**src/rtl/wb_statis_roi.sv**
```systemverilog
// rtl/wb_statis_roi.sv - white-balance ROI statistics, per-Bayer-colour sums/counts published on interrupt edge
// Optional saturating accumulators: define WB_STATIS_SAT_EN.
module wb_statis_roi #(
    parameter int SENSOR_DAT_WIDTH = 10,
    parameter int CHANNEL_NUM      = 4,
    parameter int WB_STATIS_WIDTH  = 29,
    parameter int WB_CNT_WIDTH     = 24,
    parameter int ROI_WD           = 16
) (
    input  logic                                   clk,
    input  logic                                   reset_n,
    input  logic                                   i_fval,
    input  logic                                   i_lval,
    input  logic [SENSOR_DAT_WIDTH*CHANNEL_NUM-1:0] iv_pix_data,
    input  logic [1:0]                             iv_bayer_mode,
    input  logic [ROI_WD-1:0]                      iv_roi_offset_x,
    input  logic [ROI_WD-1:0]                      iv_roi_width,
    input  logic [ROI_WD-1:0]                      iv_roi_offset_y,
    input  logic [ROI_WD-1:0]                      iv_roi_height,
    input  logic                                   i_interrupt_pin,
    output logic [WB_STATIS_WIDTH-1:0]             ov_wb_statis_r,
    output logic [WB_STATIS_WIDTH-1:0]             ov_wb_statis_g,
    output logic [WB_STATIS_WIDTH-1:0]             ov_wb_statis_b,
    output logic [WB_CNT_WIDTH-1:0]                ov_wb_cnt_r,
    output logic [WB_CNT_WIDTH-1:0]                ov_wb_cnt_g,
    output logic [WB_CNT_WIDTH-1:0]                ov_wb_cnt_b,
    output logic                                   o_statis_valid
);
    localparam int CH = CHANNEL_NUM;
    localparam int DW = SENSOR_DAT_WIDTH;
    localparam int WS = WB_STATIS_WIDTH;
    localparam int WC = WB_CNT_WIDTH;
    localparam int LW = $clog2(CH + 1);
    localparam int SW = 8 + LW;
`ifdef WB_STATIS_SAT_EN
    localparam bit SAT_EN = 1'b1;
`else
    localparam bit SAT_EN = 1'b0;
`endif

    typedef enum logic [1:0] {IDLE, ACCUM, FLUSH, LATCH} state_t;
    state_t state_q, state_d;
    logic [1:0] flush_q;

    logic fval_d, lval_d, int_d;
    logic fval_rise, fval_fall, lval_rise, lval_fall, int_rise;
    assign fval_rise = i_fval & ~fval_d;
    assign fval_fall = ~i_fval & fval_d;
    assign lval_rise = i_lval & ~lval_d;
    assign lval_fall = ~i_lval & lval_d;
    assign int_rise  = i_interrupt_pin & ~int_d;

    logic [1:0]        mode_s;
    logic [ROI_WD-1:0] ox_s, w_s, oy_s, h_s, y_q, c_q, c_cur;
    assign c_cur = lval_rise ? '0 : c_q;

    always_ff @(posedge clk or negedge reset_n) begin
        if (!reset_n) begin
            fval_d <= 1'b0; lval_d <= 1'b0; int_d <= 1'b0;
            mode_s <= '0; ox_s <= '0; w_s <= '0; oy_s <= '0; h_s <= '0;
            y_q <= '0; c_q <= '0;
        end else begin
            fval_d <= i_fval; lval_d <= i_lval; int_d <= i_interrupt_pin;
            if (fval_rise) begin
                mode_s <= iv_bayer_mode;
                ox_s <= iv_roi_offset_x; w_s <= iv_roi_width;
                oy_s <= iv_roi_offset_y; h_s <= iv_roi_height;
            end
            if (fval_rise)      y_q <= '0;
            else if (lval_fall) y_q <= y_q + ROI_WD'(1);
            if (i_lval)         c_q <= c_cur + ROI_WD'(1);
        end
    end

    // ROI bounds evaluated one bit wider so offset+size never wraps
    logic [ROI_WD:0] x_end, y_end, lane_x [CH];
    logic            y_in;
    logic [CH-1:0]   lane_in;
    logic [1:0]      lane_idx [CH];
    assign x_end = {1'b0, ox_s} + {1'b0, w_s};
    assign y_end = {1'b0, oy_s} + {1'b0, h_s};
    assign y_in  = ({1'b0, y_q} >= {1'b0, oy_s}) && ({1'b0, y_q} < y_end);

    always_comb begin
        for (int i = 0; i < CH; i++) begin
            lane_x[i]   = (ROI_WD+1)'(c_cur) * (ROI_WD+1)'(CH) + (ROI_WD+1)'(i);
            lane_in[i]  = i_lval && y_in && (lane_x[i] >= {1'b0, ox_s}) && (lane_x[i] < x_end);
            lane_idx[i] = {y_q[0], lane_x[i][0]} ^ mode_s;
        end
    end

    logic [7:0]    s1_dat [CH];
    logic [1:0]    s1_idx [CH];
    logic [CH-1:0] s1_in;
    always_ff @(posedge clk or negedge reset_n) begin
        if (!reset_n) begin
            s1_in <= '0;
            for (int i = 0; i < CH; i++) begin s1_dat[i] <= '0; s1_idx[i] <= '0; end
        end else begin
            s1_in <= lane_in;
            for (int i = 0; i < CH; i++) begin
                s1_dat[i] <= iv_pix_data[i*DW+DW-1 -: 8];
                s1_idx[i] <= lane_idx[i];
            end
        end
    end

    logic [SW-1:0] ls_r, ls_g, ls_b, s2_r, s2_g, s2_b;
    logic [LW-1:0] lc_r, lc_g, lc_b, s2_cr, s2_cg, s2_cb;
    always_comb begin
        ls_r = '0; ls_g = '0; ls_b = '0; lc_r = '0; lc_g = '0; lc_b = '0;
        for (int i = 0; i < CH; i++) begin
            if (s1_in[i]) begin
                case (s1_idx[i])
                    2'd0:    begin ls_r = ls_r + SW'(s1_dat[i]); lc_r = lc_r + LW'(1); end
                    2'd3:    begin ls_b = ls_b + SW'(s1_dat[i]); lc_b = lc_b + LW'(1); end
                    default: begin ls_g = ls_g + SW'(s1_dat[i]); lc_g = lc_g + LW'(1); end
                endcase
            end
        end
    end

    always_ff @(posedge clk or negedge reset_n) begin
        if (!reset_n) begin
            s2_r <= '0; s2_g <= '0; s2_b <= '0; s2_cr <= '0; s2_cg <= '0; s2_cb <= '0;
        end else begin
            s2_r <= ls_r; s2_g <= ls_g; s2_b <= ls_b; s2_cr <= lc_r; s2_cg <= lc_g; s2_cb <= lc_b;
        end
    end

    // G carries one extra bit because it sees twice the pixels; it is halved on latch
    logic [WS-1:0] acc_r, acc_b;
    logic [WS:0]   acc_g, sum_r, sum_b;
    logic [WS+1:0] sum_g;
    logic [WC-1:0] cnt_r, cnt_b;
    logic [WC:0]   cnt_g, sum_cr, sum_cb;
    logic [WC+1:0] sum_cg;
    assign sum_r  = {1'b0, acc_r} + (WS+1)'(s2_r);
    assign sum_b  = {1'b0, acc_b} + (WS+1)'(s2_b);
    assign sum_g  = {1'b0, acc_g} + (WS+2)'(s2_g);
    assign sum_cr = {1'b0, cnt_r} + (WC+1)'(s2_cr);
    assign sum_cb = {1'b0, cnt_b} + (WC+1)'(s2_cb);
    assign sum_cg = {1'b0, cnt_g} + (WC+2)'(s2_cg);

    always_ff @(posedge clk or negedge reset_n) begin
        if (!reset_n) begin
            acc_r <= '0; acc_g <= '0; acc_b <= '0; cnt_r <= '0; cnt_g <= '0; cnt_b <= '0;
        end else if (fval_rise) begin
            acc_r <= '0; acc_g <= '0; acc_b <= '0; cnt_r <= '0; cnt_g <= '0; cnt_b <= '0;
        end else begin
            acc_r <= (SAT_EN && sum_r[WS])    ? '1 : sum_r[WS-1:0];
            acc_b <= (SAT_EN && sum_b[WS])    ? '1 : sum_b[WS-1:0];
            acc_g <= (SAT_EN && sum_g[WS+1])  ? '1 : sum_g[WS:0];
            cnt_r <= (SAT_EN && sum_cr[WC])   ? '1 : sum_cr[WC-1:0];
            cnt_b <= (SAT_EN && sum_cb[WC])   ? '1 : sum_cb[WC-1:0];
            cnt_g <= (SAT_EN && sum_cg[WC+1]) ? '1 : sum_cg[WC:0];
        end
    end

    logic do_latch;
    always_comb begin
        state_d  = state_q;
        do_latch = 1'b0;
        case (state_q)
            IDLE:  if (fval_rise) state_d = ACCUM;
            ACCUM: if (fval_fall) state_d = FLUSH;
            FLUSH: if (fval_rise) state_d = ACCUM;
                   else if (flush_q == 2'd2) state_d = LATCH;
            LATCH: begin
                do_latch = 1'b1;
                state_d  = fval_rise ? ACCUM : IDLE;
            end
            default: state_d = IDLE;
        endcase
    end

    always_ff @(posedge clk or negedge reset_n) begin
        if (!reset_n) begin
            state_q <= IDLE; flush_q <= '0;
        end else begin
            state_q <= state_d;
            flush_q <= (state_q == FLUSH) ? flush_q + 2'd1 : 2'd0;
        end
    end

    logic [WS-1:0] hold_r, hold_g, hold_b, src_r, src_g, src_b;
    logic [WC-1:0] hold_cr, hold_cg, hold_cb, src_cr, src_cg, src_cb;
    logic          hold_valid;
    assign src_r  = do_latch ? acc_r        : hold_r;
    assign src_g  = do_latch ? acc_g[WS:1]  : hold_g;
    assign src_b  = do_latch ? acc_b        : hold_b;
    assign src_cr = do_latch ? cnt_r        : hold_cr;
    assign src_cg = do_latch ? cnt_g[WC:1]  : hold_cg;
    assign src_cb = do_latch ? cnt_b        : hold_cb;

    always_ff @(posedge clk or negedge reset_n) begin
        if (!reset_n) begin
            hold_r <= '0; hold_g <= '0; hold_b <= '0; hold_cr <= '0; hold_cg <= '0; hold_cb <= '0;
            hold_valid <= 1'b0; o_statis_valid <= 1'b0;
            ov_wb_statis_r <= '0; ov_wb_statis_g <= '0; ov_wb_statis_b <= '0;
            ov_wb_cnt_r <= '0; ov_wb_cnt_g <= '0; ov_wb_cnt_b <= '0;
        end else begin
            hold_r <= src_r; hold_g <= src_g; hold_b <= src_b;
            hold_cr <= src_cr; hold_cg <= src_cg; hold_cb <= src_cb;
            o_statis_valid <= 1'b0;
            if (int_rise && (hold_valid || do_latch)) begin
                ov_wb_statis_r <= src_r; ov_wb_statis_g <= src_g; ov_wb_statis_b <= src_b;
                ov_wb_cnt_r <= src_cr; ov_wb_cnt_g <= src_cg; ov_wb_cnt_b <= src_cb;
                o_statis_valid <= 1'b1;
                hold_valid     <= 1'b0;
            end else if (do_latch) begin
                hold_valid <= 1'b1;
            end
        end
    end

    logic unused_bits;
    assign unused_bits = ^{iv_pix_data, acc_g[0], cnt_g[0]};
endmodule
```
**config.mk**
```make
export PLATFORM = sky130hd
export DESIGN_NAME = wb_statis_roi
export DESIGN_NICKNAME = d
export VERILOG_FILES = /design/src/rtl/wb_statis_roi.sv
export SDC_FILE = /design/constraint.sdc
export NUM_CORES = 2
export LEC_CHECK = 0
export BUFFER_PORTS_ARGS = -buffer_cell sky130_fd_sc_hd__buf_2
export CORE_MARGIN = 3
export CORE_UTILIZATION = 33
export DETAILED_ROUTE_END_ITERATION = 16
export GPL_ROUTABILITY_DRIVEN = 0
export HOLD_SLACK_MARGIN = 0.03
export PLACE_DENSITY = 0.58
export SYNTH_ARGS = -nofsm -noshare
export SYNTH_HDL_FRONTEND = slang
export SYNTH_SLANG_ARGS = --single-unit
```
**constraint.sdc**
```tcl
create_clock -name clk -period 7.9 [get_ports clk]
set_input_delay 0.79 -clock clk [delete_from_list [all_inputs] [get_ports clk]]
set_output_delay 0.79 -clock clk [all_outputs]
set_load 0.05 [all_outputs]
```
==> reports/qor.yml <==
detailed_routing:
  drcViolationCount: 0
  dr_wl_met2_um: 37400
  vias: 24526
  wl_met3_um: 3450
  top_layer: "met5"
  antenna_left: 0
  wire_per_inst_um: 16.5
  first_iter_violations: 1330
  met1_length_um: 40600
  drt-total-wl_um: 84100
  firstDrtPassIters: 5
  vias_per_cell: 4.81
setup_path:
  critPathKind: "reg2reg"
  crit_path_frequent_cell: "a21oi_1"
  reg2reg_setup_slack_ns: 2.77
  r2r_start: "s1_idx[7]$_DFF_PN0_"
  required_ns: 8.42
  critPathCaptureType: "flop"
  startpoint_type: "flop"
  cp-startpoint: "s1_idx[7]$_DFF_PN0_"
  path_cells: "inv_1 > ha_1 > and3_1 > ha_1 > inv_1 > fa_1 > nor2_1 > a21oi_1 > inv_1 > ha_1 > a21o_1 > a21oi_1 > xnor2_1 > nor2_1 > a31oi_1 > ha_1 > o21a_1 > a21oi_1 > a21oi_1 > or2_2 > a21oi_1 > xnor2_1 > mux2_2"
  critPathMaxStageDelay_ns: 0.47
  critPathArrivalTime_ns: 5.65
  worstPathMaxFanout: 9
  cp_slowest_cell: "fa_1"
power_and_ir_drop:
  switchingPower_w: 0.00291
  ir_drop_uv: 153
  pwr-share-clk_pct: 40.0
  p_per_area_mw_per_mm2: 235
  p_leak_nw: 20.5
  swShare_pct: 31.4
  internal_power_w: 0.00636
  p_seq_share_pct: 41.4
  combPwrFrac_pct: 18.7
timing:
  max_freq_ghz: 0.195
  finalMaxSlewViolations: 0
  period_share_pct: 64.9
  hold_violations: 0
  fin_tns_setup_ns: 0
  fin_crit_ns: 5.13
  setup_viol: 0
  grt_setup_unrepaired: "no"
  worst_pin_slew_ns: 0.999
  slew_headroom_pct: 33.4
  fin_skew_ns: 0.0282
synthesis:
  synth.avg_cell_area_um2: 9.90
  ys_ff_latch: 666
  synth_top_area_cell: "dfrtp_1"
  synth_ff_type: "dfrtp_1"
  yosys.cell_types.count: 73
  yosysWarningCount: 0
  ys_top_cells_by_area: "dfrtp_1, nand2_1, ha_1"
  async_flop_share_pct: 100
  synth_edf_count: 0
  synth_seq_area_share_pct: 49.1
  synthTopCellsByCount: "nand2_1, dfrtp_1, nor2_1"
  synthesis.area_mm2: 0.0340
  netlist_instances: 3430
  syn-num-nets: 3782
  synth_most_common_cell: "nand2_1"
  synth_top_area_share_pct: 49.1
die:
  core_area_mm2: 0.102
  rows: 117
  ioPinCount: 271
  die_h_um: 327
  die_area_mm2: 0.107
  start_util_pct: 33.3
  die_w_um: 327
clocking:
  cts_setup_buffers: 0
  cts_htree_levels: 3
  cts_resized: 0
  path_clk_slew_ns: 0.06
  clkSinkCount: 666
  cts_max_path_buffers: 3
  clock_latency_ns: 0.64
  cts-root-buf: "clkbuf_16"
  hold_buffers: 0
  cts_tree: "yes"
  cts-buffers-inserted: 78
place:
  portBuffers: 262
  detailed_place_hpwl_um: 59400
flow_run:
  cap_violations: 0
finish:
  utilization_pct: 38.6
  n_fill_cell: 10167
  fin_nets: 4022
  layout-drive-gt1-share_pct: 16.7
  area_growth_pct: 16.0
outcome:
  outcome: "complete, no violations"
global_route:
  grt_pass1_vias: 24446
  overflow: 0
  antenna_found_initial: 5
  grt_max_degree: 155
  grt_usage_pct: 15.8
  grt_pass1_wl_um: 135000
worst_hold_path:
  hold_class: "in2async"
[cell type report]
type                    count  area [µm²]  area share [%]
flip-flops and latches    666       16700            42.3
clock inverters            35         415            1.05
diodes                      1        2.50         0.00635
inverters                  89         339           0.860
clock buffers             106        2240            5.68
well taps                1368        1710            4.34
repair buffers            276        1490            3.78
multi-input cells        2559       16600            42.0
[worst paths after layout]
path | to | depth (start not counted)
min | ox_s[15]$_DFFE_PN0P_ | 1
max reg2reg | s2_r[7]$_DFF_PN0_ | 23
min in group clk | s1_dat[0]$_DFF_PN0_ | 1
max | s2_r[7]$_DFF_PN0_ | 23
max in group asynchronous | ov_wb_cnt_g[6]$_DFFE_PN0P_ | 2
min reg2reg | s1_idx[6]$_DFF_PN0_ | 0
[layout by cell type, fill, tap and decap left out, types with 9 or more instances in the layout]
master       n
nor2_1     265
a211oi_1    27
o21bai_1    12
clkbuf_8    14
a31oi_1     16
mux2i_1     10
a21oi_1    136
or3_1       28
clkinv_2    15
o211ai_1    23
nand2_1    762
dfrtp_1    666
nor2b_1     23
o21a_1      35
buf_2      261
and4_1      13
clkbuf_1    12
or2_2       17
buf_4        9
nand2b_1    20
and3_1      47
xor2_1     133
nor3_1      25
and2_1      51
a21o_1      58
fa_1        17
mux2_2     176
nand4_1     37
inv_1       88
nor3b_1      9
nand3_1     61
o21ai_0    153
ha_1       224
o31a_1       9
xnor2_1     75
clkbuf_16   80
[registers in the layout (all words and copies together) (netlist names), 25 cells and up]
register,count
hold_g,29
ov_wb_statis_b,29
ov_wb_statis_r,29
acc_b,29
acc_r,29
hold_r,29
s1_dat,32
ov_wb_statis_g,29
cnt_g,25
hold_b,29
acc_g,30
[kinds of logic (layout without fill, tap and decap cells)]
group | count (synthesis) | after routing | synth area share, %
other | 0 | 1 | 0
adders and majority gates | 241 | 241 | 9.25
muxes | 186 | 186 | 6.13
and+or+nand+nor | 1394 | 1394 | 18.1
DFF | 666 | 666 | 49.1
buffers and inverters | 205 | 506 | 2.31
xor gates and xnor gates | 208 | 208 | 5.36
AOI/OAI and AO/OA | 530 | 530 | 9.83
[per-stage QoR]
| stage | std cells | power [W] | worst slack (ns) | cell area, µm² | hold WS [ns] |
|---|---|---|---|---|---|
| 5_1_grt | 5099 | 0.00976 | 2.36 | 39400 | 0.216 |
| 4_1_cts | 5099 | 0.00944 | 2.77 | 39400 | 0.196 |
| 6_report | 5100 | 0.00927 | 2.77 | 39400 | 0.216 |
| 3_3_place_gp | 4958 | 0.00562 | 2.85 | 36800 | 0.368 |
| 2_1_floorplan | 3430 | 0.00509 | 3.46 | 34000 | 0.354 |
| 3_5_place_dp | 4958 | 0.00565 | 2.79 | 36800 | 0.372 |
[power groups by stage]
stage               Clock (W)  Sequential, W  Combinational (W)
floorplan                   0        0.00442           0.000677
global placement            0        0.00389            0.00173
detailed placement          0        0.00390            0.00175
CTS                   0.00385        0.00384            0.00176
global route          0.00399        0.00386            0.00191
finish                0.00371        0.00383            0.00173
[critical path, delay by kind of cell (launching register included)]
family                     cells  cell delay (ns)
AOI/OAI and AO/OA              8             1.61
xor gates and xnor gates       2             0.23
adders and majority gates      5             1.60
buffers and inverters          3             0.25
DFF                            1             0.43
muxes                          1             0.26
and+or+nand+nor                4             0.60
[per-layer routing]
layer | vias to the layer above | track usage [%]
li1 | 12211 | -
met1 | 11774 | 21.8
met2 | 405 | 24.9
met3 | 130 | 2.82
met4 | 6 | 5.51
met5 | - | 0
Note: power is estimated with default switching activity, not from simulation.
